**src/rtl/alu_flag_unit.sv**
```systemverilog
// NZCV flag unit for the execute stage: grouped zero detect, optional split
// pipeline stage, and the architectural flag register with stall/flush control.

module alu_flag_group_nor #(
   parameter int GROUP = 16
) (
   input  logic [GROUP-1:0] bits,
   output logic             groupZero
);
   assign groupZero = ~|bits;
endmodule

module alu_flag_unit #(
   parameter int WIDTH       = 64,
   parameter int GROUP       = 16,
   parameter int PIPE_STAGES = 1
) (
   input  logic             clk,
   input  logic             reset,
   input  logic             in_valid,
   input  logic             set_flags,
   input  logic [WIDTH-1:0] result,
   input  logic             carry_in,
   input  logic             overflow_in,
   input  logic             stall,
   input  logic             flush,
   output logic             flag_n,
   output logic             flag_z,
   output logic             flag_c,
   output logic             flag_v,
   output logic             flags_written,
   output logic             flags_pending
);
   localparam int NGROUPS = WIDTH / GROUP;

   logic [NGROUPS-1:0] groupZero;
   logic               takeOp;
   logic               flagN, flagZ, flagC, flagV, flagsWritten;

   assign takeOp = in_valid & set_flags;

   // First reduction level: one NOR per GROUP-bit slice of the result.
   for (genvar g = 0; g < NGROUPS; g++) begin : gGroup
      alu_flag_group_nor #(.GROUP(GROUP)) uNor (
         .bits      (result[g*GROUP +: GROUP]),
         .groupZero (groupZero[g])
      );
   end

   if (PIPE_STAGES == 1) begin : gPipe
      typedef struct packed {
         logic [NGROUPS-1:0] gz;
         logic               n;
         logic               c;
         logic               v;
      } s1Payload_t;

      logic       s1Valid;
      s1Payload_t s1;

      // Capture and commit share the edge, so S1 refills while its old op retires.
      always_ff @(posedge clk or posedge reset) begin
         if (reset) begin
            s1Valid      <= 1'b0;
            s1           <= '0;
            flagN        <= 1'b0;
            flagZ        <= 1'b0;
            flagC        <= 1'b0;
            flagV        <= 1'b0;
            flagsWritten <= 1'b0;
         end else if (flush) begin
            s1Valid      <= 1'b0;
            flagsWritten <= 1'b0;
         end else if (stall) begin
            flagsWritten <= 1'b0;
         end else begin
            s1Valid      <= takeOp;
            s1.gz        <= groupZero;
            s1.n         <= result[WIDTH-1];
            s1.c         <= carry_in;
            s1.v         <= overflow_in;
            flagsWritten <= s1Valid;
            if (s1Valid) begin
               flagN <= s1.n;
               flagZ <= &s1.gz;
               flagC <= s1.c;
               flagV <= s1.v;
            end
         end
      end

      assign flags_pending = s1Valid;
   end else begin : gComb
      // Full WIDTH-bit reduction feeds the flag register directly.
      always_ff @(posedge clk or posedge reset) begin
         if (reset) begin
            flagN        <= 1'b0;
            flagZ        <= 1'b0;
            flagC        <= 1'b0;
            flagV        <= 1'b0;
            flagsWritten <= 1'b0;
         end else begin
            flagsWritten <= takeOp & ~stall & ~flush;
            if (takeOp && !stall && !flush) begin
               flagN <= result[WIDTH-1];
               flagZ <= &groupZero;
               flagC <= carry_in;
               flagV <= overflow_in;
            end
         end
      end

      assign flags_pending = 1'b0;
   end

   assign flag_n        = flagN;
   assign flag_z        = flagZ;
   assign flag_c        = flagC;
   assign flag_v        = flagV;
   assign flags_written = flagsWritten;
endmodule

```
**config.mk**
```make
export PLATFORM = sky130hd
export DESIGN_NAME = alu_flag_unit
export DESIGN_NICKNAME = d
export VERILOG_FILES = /design/src/rtl/alu_flag_unit.sv
export SDC_FILE = /design/constraint.sdc
export NUM_CORES = 1
export LEC_CHECK = 0
export BUFFER_PORTS_ARGS = -buffer_cell sky130_fd_sc_hd__buf_2
export CAP_MARGIN = 20
export CORE_MARGIN = 2
export CORE_UTILIZATION = 30
export DETAILED_ROUTE_END_ITERATION = 8
export PLACE_DENSITY = 0.81
export SKIP_CTS_REPAIR_TIMING = 1
export SYNTH_ARGS = -nofsm -noshare
export SYNTH_HDL_FRONTEND = slang
export SYNTH_SLANG_ARGS = --single-unit
```
**constraint.sdc**
```tcl
create_clock -name clk -period 1.6 [get_ports clk]
set_clock_uncertainty 0.15 [all_clocks]
set_input_delay 0.16 -clock clk [delete_from_list [all_inputs] [get_ports clk]]
set_output_delay 0.16 -clock clk [all_outputs]
set_load 0.02 [all_outputs]
```
==> metrics, run 1 <==
Worst Hold Slack=8.54 ps; hold crit path type=in -> reg; DRC=0; Avg WL per Cell=10.3 um; initial core utilization=0.323; number of global-route vias before repair=751; vias per inst=4.71; Req. time, crit path=1610 ps; sequential share of the synthesized area=0.508; most common cell after layout, fill and taps aside=buf_2; final setup TNS=0 ps; crit start category=flop; post-synth cell types=13; CP Capture Type=flop; DP Wirelength=1560 um; share of cells above drive strength 1=0.604; Slew @ Worst Pin=464 ps; fin cells=171; worst path arrival time=1460 ps; Cell Area, Synth=641 um^2; final worst slack=151 ps; Syn Nets=131; PwrDens=703 nW/um^2; I/O pin count=78; Nets=217; CORE AREA=1980 um^2; Final ANT Viol Nets=0; Num CTS Buffers=3; Yosys warning count=0; Clock Pin Slew Worst Setup and Hold Paths=80 ps; Tmin final=1450 ps; Rows=16; Setup WS pre-CTS=162 ps; DP Cell Count=161; Final Max Slew Viols=0; busiest grt layer=met2; register bit total from synthesis=13; TritonCTS Sinks=13; Final setup viols=0; Area growth, synth to finish=75.4%; Die Width=50.2 um; Filler Cell Count=171; Tcrit/Tclk final=0.906; RSZ-0062 raised after global routing=false; root buf cell=clkbuf_4; CTS tree=done; GR Util met3=0.0268; final wirelength=1760 um; Slew headroom=0.690; max-cap violations=0; Clock H-tree levels=1; Fmax=0.690 GHz; leakage=0.605 nW; via count=806; ant diodes=0; global-route track usage on met1=0.155; Final Hold Viols=0; die area=2520 um^2; die height=50.2 um; largest net degree at the start of global routing=14; Worst Path Max Fanout=6; count of input and output buffers=77; routability cong.=0.699; VDD IR max=307 uV; status=finished clean; Synth Area per Inst=10.9 um^2; DR iter-0 viols=5; first-pass GRT wire length=2870 um; synthesized instance count=59; clock buffer depth=2; met2 Use GR=0.276; clock latency at the later pin of the worst-skew pair=270 ps; most frequent cells in the layout=buf_2, nor4_1, dfrtp_1; critical path class=reg -> reg; overall routing resource usage=0.149; antenna violations before repair=0; iteration count of the initial detailed-routing pass=4; Remaining Overflow, GRT=0
==> layer usage <==
layer / part of all wire / wire length [um] / up-vias
li1: - / - / 399
met1: 0.35 / 619 / 355
met2: 0.53 / 936 / 48
met3: 0.10 / 176 / 4
met4: 0.016 / 29 / 0
met5: 0 / 0 / -
==> registers in the layout, summed over array words and instances (netlist names) <==
register and cells:
flag_c 1, flag_n 1, flag_v 1, flag_z 1, flags_pending 1, flags_written 1, gPipe.s1 7
==> path summary, 6_finish.rpt <==
path                                from          end  slack, ps  cells past startpoint
max                        flags_pending       flag_c        150                      2
min                           result[30]  gPipe.s1[4]          9                      4
max reg2reg                flags_pending       flag_c        150                      2
min reg2reg                  gPipe.s1[5]  gPipe.s1[5]        340                      2
max in group asynchronous          reset  gPipe.s1[2]        700                      3
min in group asynchronous          reset       flag_v        280                      3
==> kinds of logic (layout without fill, tap and decap cells) <==
| logic type | count (synthesis) | in the layout | synth area share |
|---|---|---|---|
| compound gates | 6 | 6 | 0.0469 |
| buf+inv | 4 | 89 | 0.0469 |
| flops | 13 | 13 | 0.508 |
| mux | 6 | 6 | 0.123 |
| simple gates | 30 | 30 | 0.275 |
==> synthesized netlist by cell type <==
cell type / count / share of area
mux2_4: 3 / 0.070
a21oi_1: 1 / 0.0078
inv_1: 2 / 0.012
buf_6: 2 / 0.035
mux2_2: 3 / 0.053
o21ai_0: 5 / 0.039
nand4_1: 5 / 0.049
or2_2: 1 / 0.0098
nand2_1: 6 / 0.035
nand3b_1: 1 / 0.012
dfrtp_1: 13 / 0.51
nor4_1: 16 / 0.16
or3b_1: 1 / 0.014
==> area by class of cell <==
type                            count  area, um^2  area share
Inverter                            2        7.51     0.00668
Tap cell                           27        33.8      0.0301
Clock buffer                        4        26.3      0.0234
Multi-Input combinational cell     42         285       0.254
Sequential cell                    13         325       0.290
Timing Repair Buffer               83         445       0.396
==> stage by stage <==
step / utilization / total power [W] / instance area [um^2]
2_1_floorplan: - / 0.000477 / 641
3_3_place_gp: 0.523 / 0.000585 / 1040
3_5_place_dp: 0.523 / 0.000592 / 1040
4_1_cts: 0.537 / 0.000788 / 1060
5_1_grt: 0.567 / 0.000837 / 1120
6_report: 0.567 / 0.000790 / 1120
==> report_power, final <==
group	internal, W	switching (W)	leakage, nW
Clock	0.0000966	0.000100	0.0150
Combinational	0.000129	0.0000854	0.419
Sequential	0.000362	0.0000168	0.171
Total	0.000588	0.000203	0.605
==> worst max-delay path: stages (launching register included) <==
cell and delay (ps):
dfrtp_1 360, or3b_1 490, mux2_4 340
Note: power is estimated with default switching activity, not from simulation.
==> run 2, diff against run 1 <==
--- a/config.mk
+++ b/config.mk
@@ -8,9 +8,9 @@
 export BUFFER_PORTS_ARGS = -buffer_cell sky130_fd_sc_hd__buf_2
 export CAP_MARGIN = 20
 export CORE_MARGIN = 2
-export CORE_UTILIZATION = 30
+export CORE_UTILIZATION = 28
 export DETAILED_ROUTE_END_ITERATION = 8
-export PLACE_DENSITY = 0.81
+export PLACE_DENSITY = 0.79
 export SKIP_CTS_REPAIR_TIMING = 1
 export SYNTH_ARGS = -nofsm -noshare
 export SYNTH_HDL_FRONTEND = slang
==> constraint.sdc (replaced) <==
create_clock -name clk -period 1.3 [get_ports clk]
set_clock_uncertainty 0.15 [all_clocks]
set_input_delay 0.13 -clock clk [delete_from_list [all_inputs] [get_ports clk]]
set_output_delay 0.13 -clock clk [all_outputs]
set_load 0.02 [all_outputs]
==> metrics, run 2 (same netlist as run 1, synthesis figures left out) <==
Die Width=51.8 um; final setup TNS=-108 ps; hold path depth=4; DRC=0; max FFs per register=7; PwrDens=820 nW/um^2; final worst slack=-38.7 ps; Slew @ Worst Pin=475 ps; clock latency at the later pin of the worst-skew pair=270 ps; count of input and output buffers=77; most common cell after layout, fill and taps aside=buf_2; Nets=226; Biggest register=gPipe.s1; Clk pwr share=0.243; iteration count of the initial detailed-routing pass=3; clock buffer depth=2; fin cells=181; Placed Instance Area=1060 um^2; failing checks=hold timing, setup timing; final instance area=1210 um^2; Clock Pin Slew Worst Setup and Hold Paths=80 ps; ant diodes=0; Int Pwr=0.000739 W; Switching Power=0.000254 W; Clock H-tree levels=1; TritonCTS Sinks=13; Logic pwr share=0.286; critical path class=reg -> reg; final wirelength=2000 um; antenna violations before repair=0; share of cells above drive strength 1=0.601; sequential share of power=0.470; Req. time, crit path=1300 ps; first-pass GRT wire length=3030 um; Tcrit/Tclk final=1.03; Num CTS Buffers=3; Area growth, synth to finish=89.1%; leakage=0.642 nW; Remaining Overflow, GRT=0; Tmin final=1340 ps; R2R depth=2; Avg WL per Cell=11.1 um; I/O pin count=78; hold crit path type=in -> reg; Final Hold Viols=3; most frequent cells in the layout=buf_2, nor4_1, dfrtp_1, dlygate4sd3_1, nand2_1; reg2reg end=flag_n; initial core utilization=0.292; overall routing resource usage=0.158; Worst Hold Slack=-18.3 ps; Multi-input gate area=288 um^2; Rows=17; Fmax=0.747 GHz; reg2reg start=flags_pending; Final ANT Viol Nets=0; number of global-route vias before repair=797; largest net degree at the start of global routing=14; CP Capture Type=flop; die height=51.8 um; via count=848; root buf cell=clkbuf_4; Worst Path Max Fanout=4; hold_sp=result[9]; reg2reg setup slack=-40 ps; die area=2690 um^2; DR iter-0 viols=2; Seq. cell area=327 um^2; CTS tree=done; switching part of the total power=0.255; Filler Cell Count=218; status=finished, violations left; worst path arrival time=1340 ps; crit start category=flop; Layout Utilization=0.553; Final Max Slew Viols=0; Slew headroom=0.683; CORE AREA=2190 um^2; routability cong.=0.734; Final setup viols=3; max-cap violations=0; end point of the worst hold path=gPipe.s1[3]; vias per inst=4.69; VDD IR max=420 uV; RSZ-0062 raised after global routing=true; DP Cell Count=165
[run 2: final cells by class]
type	count	share of cell area
Clock buffer	4	0.0217
Timing Repair Buffer	92	0.436
Multi-Input combinational cell	42	0.238
Sequential cell	13	0.270
Tap cell	28	0.0289
Inverter	2	0.00620
[run 2: per-layer routing]
| layer | global-route usage | routed length, um |
|---|---|---|
| met1 | 0.153 | 675 |
| met2 | 0.281 | 1110 |
| met3 | 0.0575 | 161 |
| met4 | 0.101 | 57 |
| met5 | 0 | 0 |
[run 2: power groups by stage]
stage                     sequential, W  combinational (W)  clock (W)
after floorplan                0.000508          0.0000789          0
final                          0.000467           0.000284   0.000241
after CTS                      0.000467           0.000259   0.000256
after detailed placement       0.000476           0.000258          0
after global routing           0.000472           0.000311   0.000289
after global placement         0.000474           0.000251          0
[run 2: worst max-delay path by stage]
| stage | start | end |
|---|---|---|
| floorplan | flags_pending | flag_c |
| global placement | flags_pending | flag_n |
| detailed placement | flags_pending | flag_z |
| CTS | flags_pending | flag_z |
| global route | flags_pending | flag_c |
| finish | flags_pending | flag_n |
[run 2: metrics by stage]
stage               total power (W)  setup slack [ps]
CTS                        0.000982              -108
floorplan                  0.000587              -164
detailed placement         0.000734             -91.8
finish                     0.000993             -38.7
global route                0.00107             -65.3
global placement           0.000725             -65.6
[run 2: worst max-delay path: stages, from the launching register on]
cell and delay (ps):
dfrtp_2 360, or3b_4 410, mux2_4 310
